[config.mk]
export PLATFORM = sky130hd
export DESIGN_NAME = anneal_scheduler_flat
export DESIGN_NICKNAME = d
export VERILOG_FILES = /design/src/rtl/anneal_pkg.sv /design/src/rtl/anneal_scheduler_if.sv /design/src/rtl/anneal_scheduler_stab.sv /design/src/rtl/anneal_scheduler.sv /design/src/flat_wrapper.sv
export SDC_FILE = /design/constraint.sdc
export NUM_CORES = 1
export LEC_CHECK = 0
export CORE_AREA = 5 5 421 423
export DETAILED_ROUTE_END_ITERATION = 12
export DIE_AREA = 0 0 426 428
export MAX_ROUTING_LAYER = met4
export PLACE_DENSITY = 0.4
export SLEW_MARGIN = 20
export SYNTH_ARGS = -nofsm -noshare
export SYNTH_HDL_FRONTEND = slang
export SYNTH_HIERARCHICAL = 1
export SYNTH_SLANG_ARGS = --single-unit
[constraint.sdc]
create_clock -name clk_i -period 5.09 [get_ports clk_i]
set_input_delay 1.018 -clock clk_i [delete_from_list [all_inputs] [get_ports clk_i]]
set_output_delay 1.018 -clock clk_i [all_outputs]
set_load 0.05 [all_outputs]
[src/rtl/anneal_pkg.sv]
// Shared types and default widths for the Ising annealing run sequencer.
package anneal_pkg;

    localparam int unsigned NUM_SPIN_DEF = 256;
    localparam int unsigned CNT_W_DEF    = 16;

    typedef enum logic [3:0] {
        ST_IDLE,
        ST_CFG,
        ST_DT_START,
        ST_DT_BUSY,
        ST_DT_DRAIN,
        ST_PUSH,
        ST_WAIT_RES,
        ST_FLUSH,
        ST_DONE
    } anneal_state_e;

endpackage

[src/rtl/anneal_scheduler_if.sv]
// Scheduler <-> analog_macro_wrap signal bundle.
interface anneal_scheduler_if #(
    parameter int unsigned NUM_SPIN = 256
);

    logic                wrap_cfg_en_o;
    logic                dt_cfg_en_o;
    logic                dt_cfg_idle_i;
    logic                spin_pop_valid_o;
    logic                spin_pop_ready_i;
    logic [NUM_SPIN-1:0] spin_pop_o;
    logic                spin_valid_i;
    logic                spin_ready_o;
    logic [NUM_SPIN-1:0] spin_i;

    modport master (
        output wrap_cfg_en_o,
        output dt_cfg_en_o,
        input  dt_cfg_idle_i,
        output spin_pop_valid_o,
        input  spin_pop_ready_i,
        output spin_pop_o,
        input  spin_valid_i,
        output spin_ready_o,
        input  spin_i
    );

    modport slave (
        input  wrap_cfg_en_o,
        input  dt_cfg_en_o,
        output dt_cfg_idle_i,
        input  spin_pop_valid_o,
        output spin_pop_ready_i,
        input  spin_pop_o,
        output spin_valid_i,
        input  spin_ready_o,
        output spin_i
    );

endinterface

[src/rtl/anneal_scheduler_stab.sv]
// Spin stability tracker: wide equality compare, saturating
// consecutive-unchanged counter and convergence threshold flag.
module spin_stability_tracker
    import anneal_pkg::*;
#(
    parameter int unsigned NUM_SPIN = NUM_SPIN_DEF,
    parameter int unsigned CNT_W    = CNT_W_DEF
) (
    input  logic                clk_i,
    input  logic                rst_ni,
    input  logic                clear_i,
    input  logic                update_i,
    input  logic [NUM_SPIN-1:0] spin_new_i,
    input  logic [NUM_SPIN-1:0] spin_cur_i,
    input  logic [CNT_W-1:0]    thresh_i,
    output logic                hit_o
);

    logic [CNT_W-1:0] r_stable;
    logic [CNT_W-1:0] w_stable_nxt;
    logic             w_same;

    assign w_same = (spin_new_i == spin_cur_i);

    always_comb begin
        w_stable_nxt = '0;
        if (w_same) begin
            w_stable_nxt = (&r_stable) ? r_stable : r_stable + CNT_W'(1);
        end
    end

    // Flag reflects the count this result would produce, so the FSM
    // can terminate in the same cycle the result is accepted.
    assign hit_o = (thresh_i != '0) && (w_stable_nxt >= thresh_i);

    always_ff @(posedge clk_i or negedge rst_ni) begin
        if (!rst_ni) begin
            r_stable <= '0;
        end else if (clear_i) begin
            r_stable <= '0;
        end else if (update_i) begin
            r_stable <= w_stable_nxt;
        end
    end

endmodule

[src/rtl/anneal_scheduler.sv]
// Top-level annealing run sequencer: config pulse, data-config phase,
// then push/collect spin loop until iteration limit or convergence.
module anneal_scheduler
    import anneal_pkg::*;
#(
    parameter int unsigned NUM_SPIN = NUM_SPIN_DEF,
    parameter int unsigned CNT_W    = CNT_W_DEF
) (
    input  logic                clk_i,
    input  logic                rst_ni,
    input  logic                start_i,
    input  logic                abort_i,
    input  logic                skip_dt_i,
    input  logic [CNT_W-1:0]    iter_max_i,
    input  logic [CNT_W-1:0]    stable_thresh_i,
    input  logic [NUM_SPIN-1:0] init_spin_i,
    anneal_scheduler_if.master  mac,
    output logic                busy_o,
    output logic                done_o,
    output logic                converged_o,
    output logic [CNT_W-1:0]    iter_cnt_o,
    output logic [NUM_SPIN-1:0] spin_q_o
);

    anneal_state_e r_state;
    anneal_state_e w_state_nxt;

    logic [NUM_SPIN-1:0] r_spin_q;
    logic [CNT_W-1:0]    r_iter;
    logic                r_conv;
    logic                r_skip;

    logic             w_load;
    logic             w_accept;
    logic             w_term;
    logic             w_stab_hit;
    logic             w_limit_hit;
    logic [CNT_W-1:0] w_iter_nxt;
    logic [CNT_W-1:0] w_limit;

    spin_stability_tracker #(
        .NUM_SPIN (NUM_SPIN),
        .CNT_W    (CNT_W)
    ) u_stab (
        .clk_i      (clk_i),
        .rst_ni     (rst_ni),
        .clear_i    (w_load),
        .update_i   (w_accept),
        .spin_new_i (mac.spin_i),
        .spin_cur_i (r_spin_q),
        .thresh_i   (stable_thresh_i),
        .hit_o      (w_stab_hit)
    );

    assign w_iter_nxt  = (&r_iter) ? r_iter : r_iter + CNT_W'(1);
    assign w_limit     = (iter_max_i == '0) ? CNT_W'(1) : iter_max_i;
    assign w_limit_hit = (w_iter_nxt >= w_limit);
    assign w_term      = w_limit_hit | w_stab_hit;

    always_comb begin
        w_state_nxt          = r_state;
        w_load               = 1'b0;
        w_accept             = 1'b0;
        mac.wrap_cfg_en_o    = 1'b0;
        mac.dt_cfg_en_o      = 1'b0;
        mac.spin_pop_valid_o = 1'b0;
        mac.spin_ready_o     = 1'b0;
        unique case (r_state)
            ST_IDLE: begin
                if (start_i) begin
                    w_load      = 1'b1;
                    w_state_nxt = ST_CFG;
                end
            end
            ST_CFG: begin
                mac.wrap_cfg_en_o = 1'b1;
                w_state_nxt = r_skip ? ST_PUSH : ST_DT_START;
                if (abort_i) w_state_nxt = ST_IDLE;
            end
            ST_DT_START: begin
                mac.dt_cfg_en_o = 1'b1;
                w_state_nxt = abort_i ? ST_IDLE : ST_DT_BUSY;
            end
            ST_DT_BUSY: begin
                if (abort_i) w_state_nxt = ST_IDLE;
                else if (!mac.dt_cfg_idle_i) w_state_nxt = ST_DT_DRAIN;
            end
            ST_DT_DRAIN: begin
                if (abort_i) w_state_nxt = ST_IDLE;
                else if (mac.dt_cfg_idle_i) w_state_nxt = ST_PUSH;
            end
            ST_PUSH: begin
                mac.spin_pop_valid_o = 1'b1;
                if (abort_i) w_state_nxt = ST_IDLE;
                else if (mac.spin_pop_ready_i) w_state_nxt = ST_WAIT_RES;
            end
            ST_WAIT_RES: begin
                mac.spin_ready_o = 1'b1;
                // A result landing with abort is the flush beat itself.
                if (abort_i) begin
                    w_state_nxt = mac.spin_valid_i ? ST_IDLE : ST_FLUSH;
                end else if (mac.spin_valid_i) begin
                    w_accept    = 1'b1;
                    w_state_nxt = w_term ? ST_DONE : ST_PUSH;
                end
            end
            ST_FLUSH: begin
                mac.spin_ready_o = 1'b1;
                if (mac.spin_valid_i) w_state_nxt = ST_IDLE;
            end
            ST_DONE: begin
                w_state_nxt = ST_IDLE;
            end
            default: begin
                w_state_nxt = ST_IDLE;
            end
        endcase
    end

    always_ff @(posedge clk_i or negedge rst_ni) begin
        if (!rst_ni) begin
            r_state  <= ST_IDLE;
            r_spin_q <= '0;
            r_iter   <= '0;
            r_conv   <= 1'b0;
            r_skip   <= 1'b0;
        end else begin
            r_state <= w_state_nxt;
            if (w_load) begin
                r_spin_q <= init_spin_i;
                r_iter   <= '0;
                r_conv   <= 1'b0;
                r_skip   <= skip_dt_i;
            end else if (w_accept) begin
                r_spin_q <= mac.spin_i;
                r_iter   <= w_iter_nxt;
                if (w_term) r_conv <= w_stab_hit;
            end
        end
    end

    assign mac.spin_pop_o = r_spin_q;
    assign busy_o         = (r_state != ST_IDLE);
    assign done_o         = (r_state == ST_DONE);
    assign converged_o    = r_conv;
    assign iter_cnt_o     = r_iter;
    assign spin_q_o       = r_spin_q;

endmodule

[src/flat_wrapper.sv]
// flat-port wrapper written by rule: the top's interface ports become plain ports
module anneal_scheduler_flat import anneal_pkg::*;
#(
    parameter int unsigned NUM_SPIN = NUM_SPIN_DEF,
    parameter int unsigned CNT_W    = CNT_W_DEF
)
  (clk_i, rst_ni, start_i, abort_i, skip_dt_i, iter_max_i, stable_thresh_i, init_spin_i, busy_o, done_o, converged_o, iter_cnt_o, spin_q_o, mac_wrap_cfg_en_o, mac_dt_cfg_en_o, mac_dt_cfg_idle_i, mac_spin_pop_valid_o, mac_spin_pop_ready_i, mac_spin_pop_o, mac_spin_valid_i, mac_spin_ready_o, mac_spin_i);
  anneal_scheduler_if #(.NUM_SPIN(NUM_SPIN)) mac_i ();
  input  logic clk_i;
  input  logic rst_ni;
  input  logic start_i;
  input  logic abort_i;
  input  logic skip_dt_i;
  input  logic [CNT_W-1:0] iter_max_i;
  input  logic [CNT_W-1:0] stable_thresh_i;
  input  logic [NUM_SPIN-1:0] init_spin_i;
  output logic busy_o;
  output logic done_o;
  output logic converged_o;
  output logic [CNT_W-1:0] iter_cnt_o;
  output logic [NUM_SPIN-1:0] spin_q_o;
  output wire logic [$bits(mac_i.wrap_cfg_en_o)-1:0] mac_wrap_cfg_en_o;
  output wire logic [$bits(mac_i.dt_cfg_en_o)-1:0] mac_dt_cfg_en_o;
  input wire logic [$bits(mac_i.dt_cfg_idle_i)-1:0] mac_dt_cfg_idle_i;
  output wire logic [$bits(mac_i.spin_pop_valid_o)-1:0] mac_spin_pop_valid_o;
  input wire logic [$bits(mac_i.spin_pop_ready_i)-1:0] mac_spin_pop_ready_i;
  output wire logic [$bits(mac_i.spin_pop_o)-1:0] mac_spin_pop_o;
  input wire logic [$bits(mac_i.spin_valid_i)-1:0] mac_spin_valid_i;
  output wire logic [$bits(mac_i.spin_ready_o)-1:0] mac_spin_ready_o;
  input wire logic [$bits(mac_i.spin_i)-1:0] mac_spin_i;
  assign mac_wrap_cfg_en_o = mac_i.wrap_cfg_en_o;
  assign mac_dt_cfg_en_o = mac_i.dt_cfg_en_o;
  assign mac_i.dt_cfg_idle_i = mac_dt_cfg_idle_i;
  assign mac_spin_pop_valid_o = mac_i.spin_pop_valid_o;
  assign mac_i.spin_pop_ready_i = mac_spin_pop_ready_i;
  assign mac_spin_pop_o = mac_i.spin_pop_o;
  assign mac_i.spin_valid_i = mac_spin_valid_i;
  assign mac_spin_ready_o = mac_i.spin_ready_o;
  assign mac_i.spin_i = mac_spin_i;
  anneal_scheduler #(.NUM_SPIN(NUM_SPIN), .CNT_W(CNT_W)) u_core (.clk_i(clk_i), .rst_ni(rst_ni), .start_i(start_i), .abort_i(abort_i), .skip_dt_i(skip_dt_i), .iter_max_i(iter_max_i), .stable_thresh_i(stable_thresh_i), .init_spin_i(init_spin_i), .mac(mac_i), .busy_o(busy_o), .done_o(done_o), .converged_o(converged_o), .iter_cnt_o(iter_cnt_o), .spin_q_o(spin_q_o));
endmodule
==> metrics.txt <==
Num CTS Buffers=48; clock skew=21.9 ps; Worst setup EP type=flop; core box area=between 150000 and 200000 um2; Nets=between 4000 and 5000; critical path arrival=5380 ps; Final GP Congestion=0.900; class of the most critical hold timing path=in2async; register bit total from synthesis=294; dpl cell area=~34000 um2; CP Cell Sequence=clkdlybuf4s50_1 -> xor2_1 -> nor4_4 -> nand4_1 -> nor4_1 -> buf_4 -> and3_4 -> nand4_1 -> ha_1 -> nand2b_4 -> a21o_1 -> a21o_1 -> a21o_1 -> a21oi_2 -> nor2b_2 -> o21ai_1 -> a21oi_2 -> nor2_1 -> o21ai_1 -> a311oi_1 -> and3_1 -> nand2_2 -> a31oi_1; CP Max Fanout=3; Synth cell types=67; CP peak stage delay=440 ps; Top Ports=~1100; Internal=12.0 mW; synth cell count leaders=nand2_1 (552), dfrtp_1 (294), nor2_1 (288); Via density=3.83; number of synthesized flops with an enable pin=0; clk_lat worst skew=620 ps; H-tree levels=2; status=complete, no violations; drt wl/cell=between 30 and 40 um; power per cell area=788 nW/um2; initial antenna violation count=43; max capacitance violation total=0; Pre-antenna DRT Iters=6; Psw=16.7 mW; Finished Layout Cells=slightly below 6000; Fin. Hold Viols=0; Crit path top cell by count=a21o_1; Pwr Total=about 29 mW; site row count=153; worst path required time=5630 ps; CTS tree=built; Iteration-0 DRC Markers=~1500; largest area contributor in the netlist=dfrtp_1; fin crit share=95.1%; root buffer selected by CTS=clkbuf_16; I/O Buffers=1086; GRT Total Usage=19.2%; design area=about 36000 um2; Avg Cell Area, Syn=8.11 um2; Reg power frac=18.4%; Worst-Margin Slew=1150 ps; Post-synth top flop=dfrtp_1; clk buf depth=3; Yosys warning count=6; total gr overflow=0; post-synthesis sequential area ratio=between 30% and 40%; Top Layer Used=met4; setup_tns=0 ps; P_leak=15.0 nW; crit path time final=4840 ps; DRT Wirelength=178000 um; Inst Count DP=5723; pre-CTS setup slack=-1510 ps; metal1 wirelength=~72000 um; width of the die=426 um; ys async rst share=100%; largest net degree at the start of global routing=between 150 and 200; layout cell share with drive strength beyond 1=between 10% and 20%; DRC=0; Comb pwr share=69.2%; die area=around 180000 um2; Slew Limit Fails=0; metal2 WL=89400 um; Worst setup SP type=input port; Slew headroom=23.5%; global-route wire length before repair=228000 um; via count=22300; clk sinks=294; Synth top area share=between 30 and 40%; Die Y=428 um; vias in the first global route=22900; Net Sw Frac=58.3%; syn nets=3039; HPWL Detailed=approximately 150000 um; most frequent cell after synthesis=nand2_1; clock slew at reported path FFs=50 ps; Netlist Area Pre-Place=19900 um2; VDD IR max=just under 0.6 mV; final setup violation count=0; met3 wire length=12000 um; R2R Setup Slk=290 ps; top cells by area, synth=dfrtp_1 (37%), buf_4 (11%), nand2_1 (10%), a31oi_1 (8.3%), xnor2_1 (7.0%); critical path type=in2reg; Clk pwr share=around 12%; Post-Syn Instances=2453; ANT nets after route=0; fmax=207 MHz; initial core utilization=11.5%; Worst path slowest cell=clkdlybuf4s50_1; Layout area overhead=83.0%; post-route setup slack=approximately 250 ps
[sequential cells by signal (all words and copies together) (netlist names)]
| register | flops |
|---|---|
| u_core/mac.spin_pop_o | 256 |
| u_core/iter_cnt_o | 16 |
| u_core/u_stab/r_stable | 16 |
| u_core/r_state | 4 |
| u_core/converged_o | 1 |
| u_core/r_skip | 1 |
[worst max-delay path, delay by kind of cell]
| family | cells | cell delay, ps |
|---|---|---|
| adder cells (fa/ha/maj) | 1 | 280 |
| AO/OA/AOI/OAI | 9 | 1320 |
| AND/OR/NAND/NOR | 10 | 1970 |
| XOR/XNOR | 1 | 180 |
| buffers and inverters | 2 | 590 |
[cells by family (layout without fill, tap and decap cells)]
kind of cell	after synthesis	after routing	share of synthesized area [%]
AO/OA/AOI/OAI	381	381	12.3
XOR/XNOR	276	276	12.2
adder cells (fa/ha/maj)	34	34	2.14
buffers and inverters	437	1471	14.0
flip-flops	294	294	37.0
multiplexers	5	5	0.277
other	0	18	0
AND/OR/NAND/NOR	1026	1026	22.2
[stage by stage]
stage          hold WS [ps]  util (%)
4_1_cts                 284      20.5
3_5_place_dp            459      19.4
3_3_place_gp            464      19.4
5_1_grt                 297      21.0
2_1_floorplan           438         -
6_report                309      21.0
[power by group through the flow]
stage	clock, mW	combinational, mW	sequential (mW)
2_1_floorplan	0	7.82	7.91
3_3_place_gp	0	19.9	5.16
3_5_place_dp	0	19.9	5.19
4_1_cts	3.69	20.1	5.21
5_1_grt	3.75	20.7	5.44
6_report	3.55	19.8	5.29
[routing by layer]
layer	GRT usage (%)	vias up
met1	22.6	11100
met4	4.50	0
li1	-	10100
met2	33.1	934
met5	-	-
met3	4.41	177
[final cells by class]
cell class / instances / area (um2)
Clock inverter: 16 / 205
Tap cell: 2325 / 2910
Inverter: 45 / 176
Sequential cell: 294 / 7360
Timing Repair Buffer: 1342 / 13400
Multi-Input combinational cell: 1722 / 10900
Fill cell: 19400 / 137000
Antenna cell: 18 / 45.0
Clock buffer: 68 / 1410
[cells in the final DEF, fill, tap and decap left out, types with 8 or more instances in the layout]
master             n
clkdlybuf4s50_1  997
nand2_1          551
dfrtp_1          289
nor2_1           285
a31oi_1          265
buf_4            205
xnor2_1          117
xor2_1            80
dlymetal6s2s_1    60
nand4_1           57
clkbuf_16         50
inv_1             43
buf_12            41
xnor2_2           40
a21oi_1           35
ha_1              34
nor4_1            26
xor2_2            23
diode_2           18
nand3_1           18
nor4_2            14
clkbuf_2          13
nor4_4            13
xor2_4            13
o21ai_0           12
clkbuf_8          11
dlygate4sd2_1     10
o21a_1            10
nor3_1             9
a21o_1             9
buf_6              9
clkbuf_1           8
and3_1             8
[worst paths after layout]
check | from | cells after the start | to
worst min-delay path | rst_ni | 1 | u_core/mac.spin_pop_o[102]
max in group asynchronous | rst_ni | 2 | u_core/mac.spin_pop_o[176]
worst max register to register | u_core/mac.spin_pop_o[253] | 23 | u_core/r_state[0]
worst min register to register | u_core/r_skip | 2 | u_core/r_skip
min in group clk_i | u_core/r_skip | 2 | u_core/r_skip
worst max-delay path | mac_spin_i[233] | 23 | u_core/r_state[0]
[what timing repair did]
| item | CTS | global route |
|---|---|---|
| hold buffers | 0 | 0 |
| pin swaps | 45 | 67 |
| setup endpoints to repair | 4 | 4 |
| setup buffers | 4 | 3 |
| gates resized for setup | 108 | 180 |
Note: power is estimated with default switching activity, not from simulation.
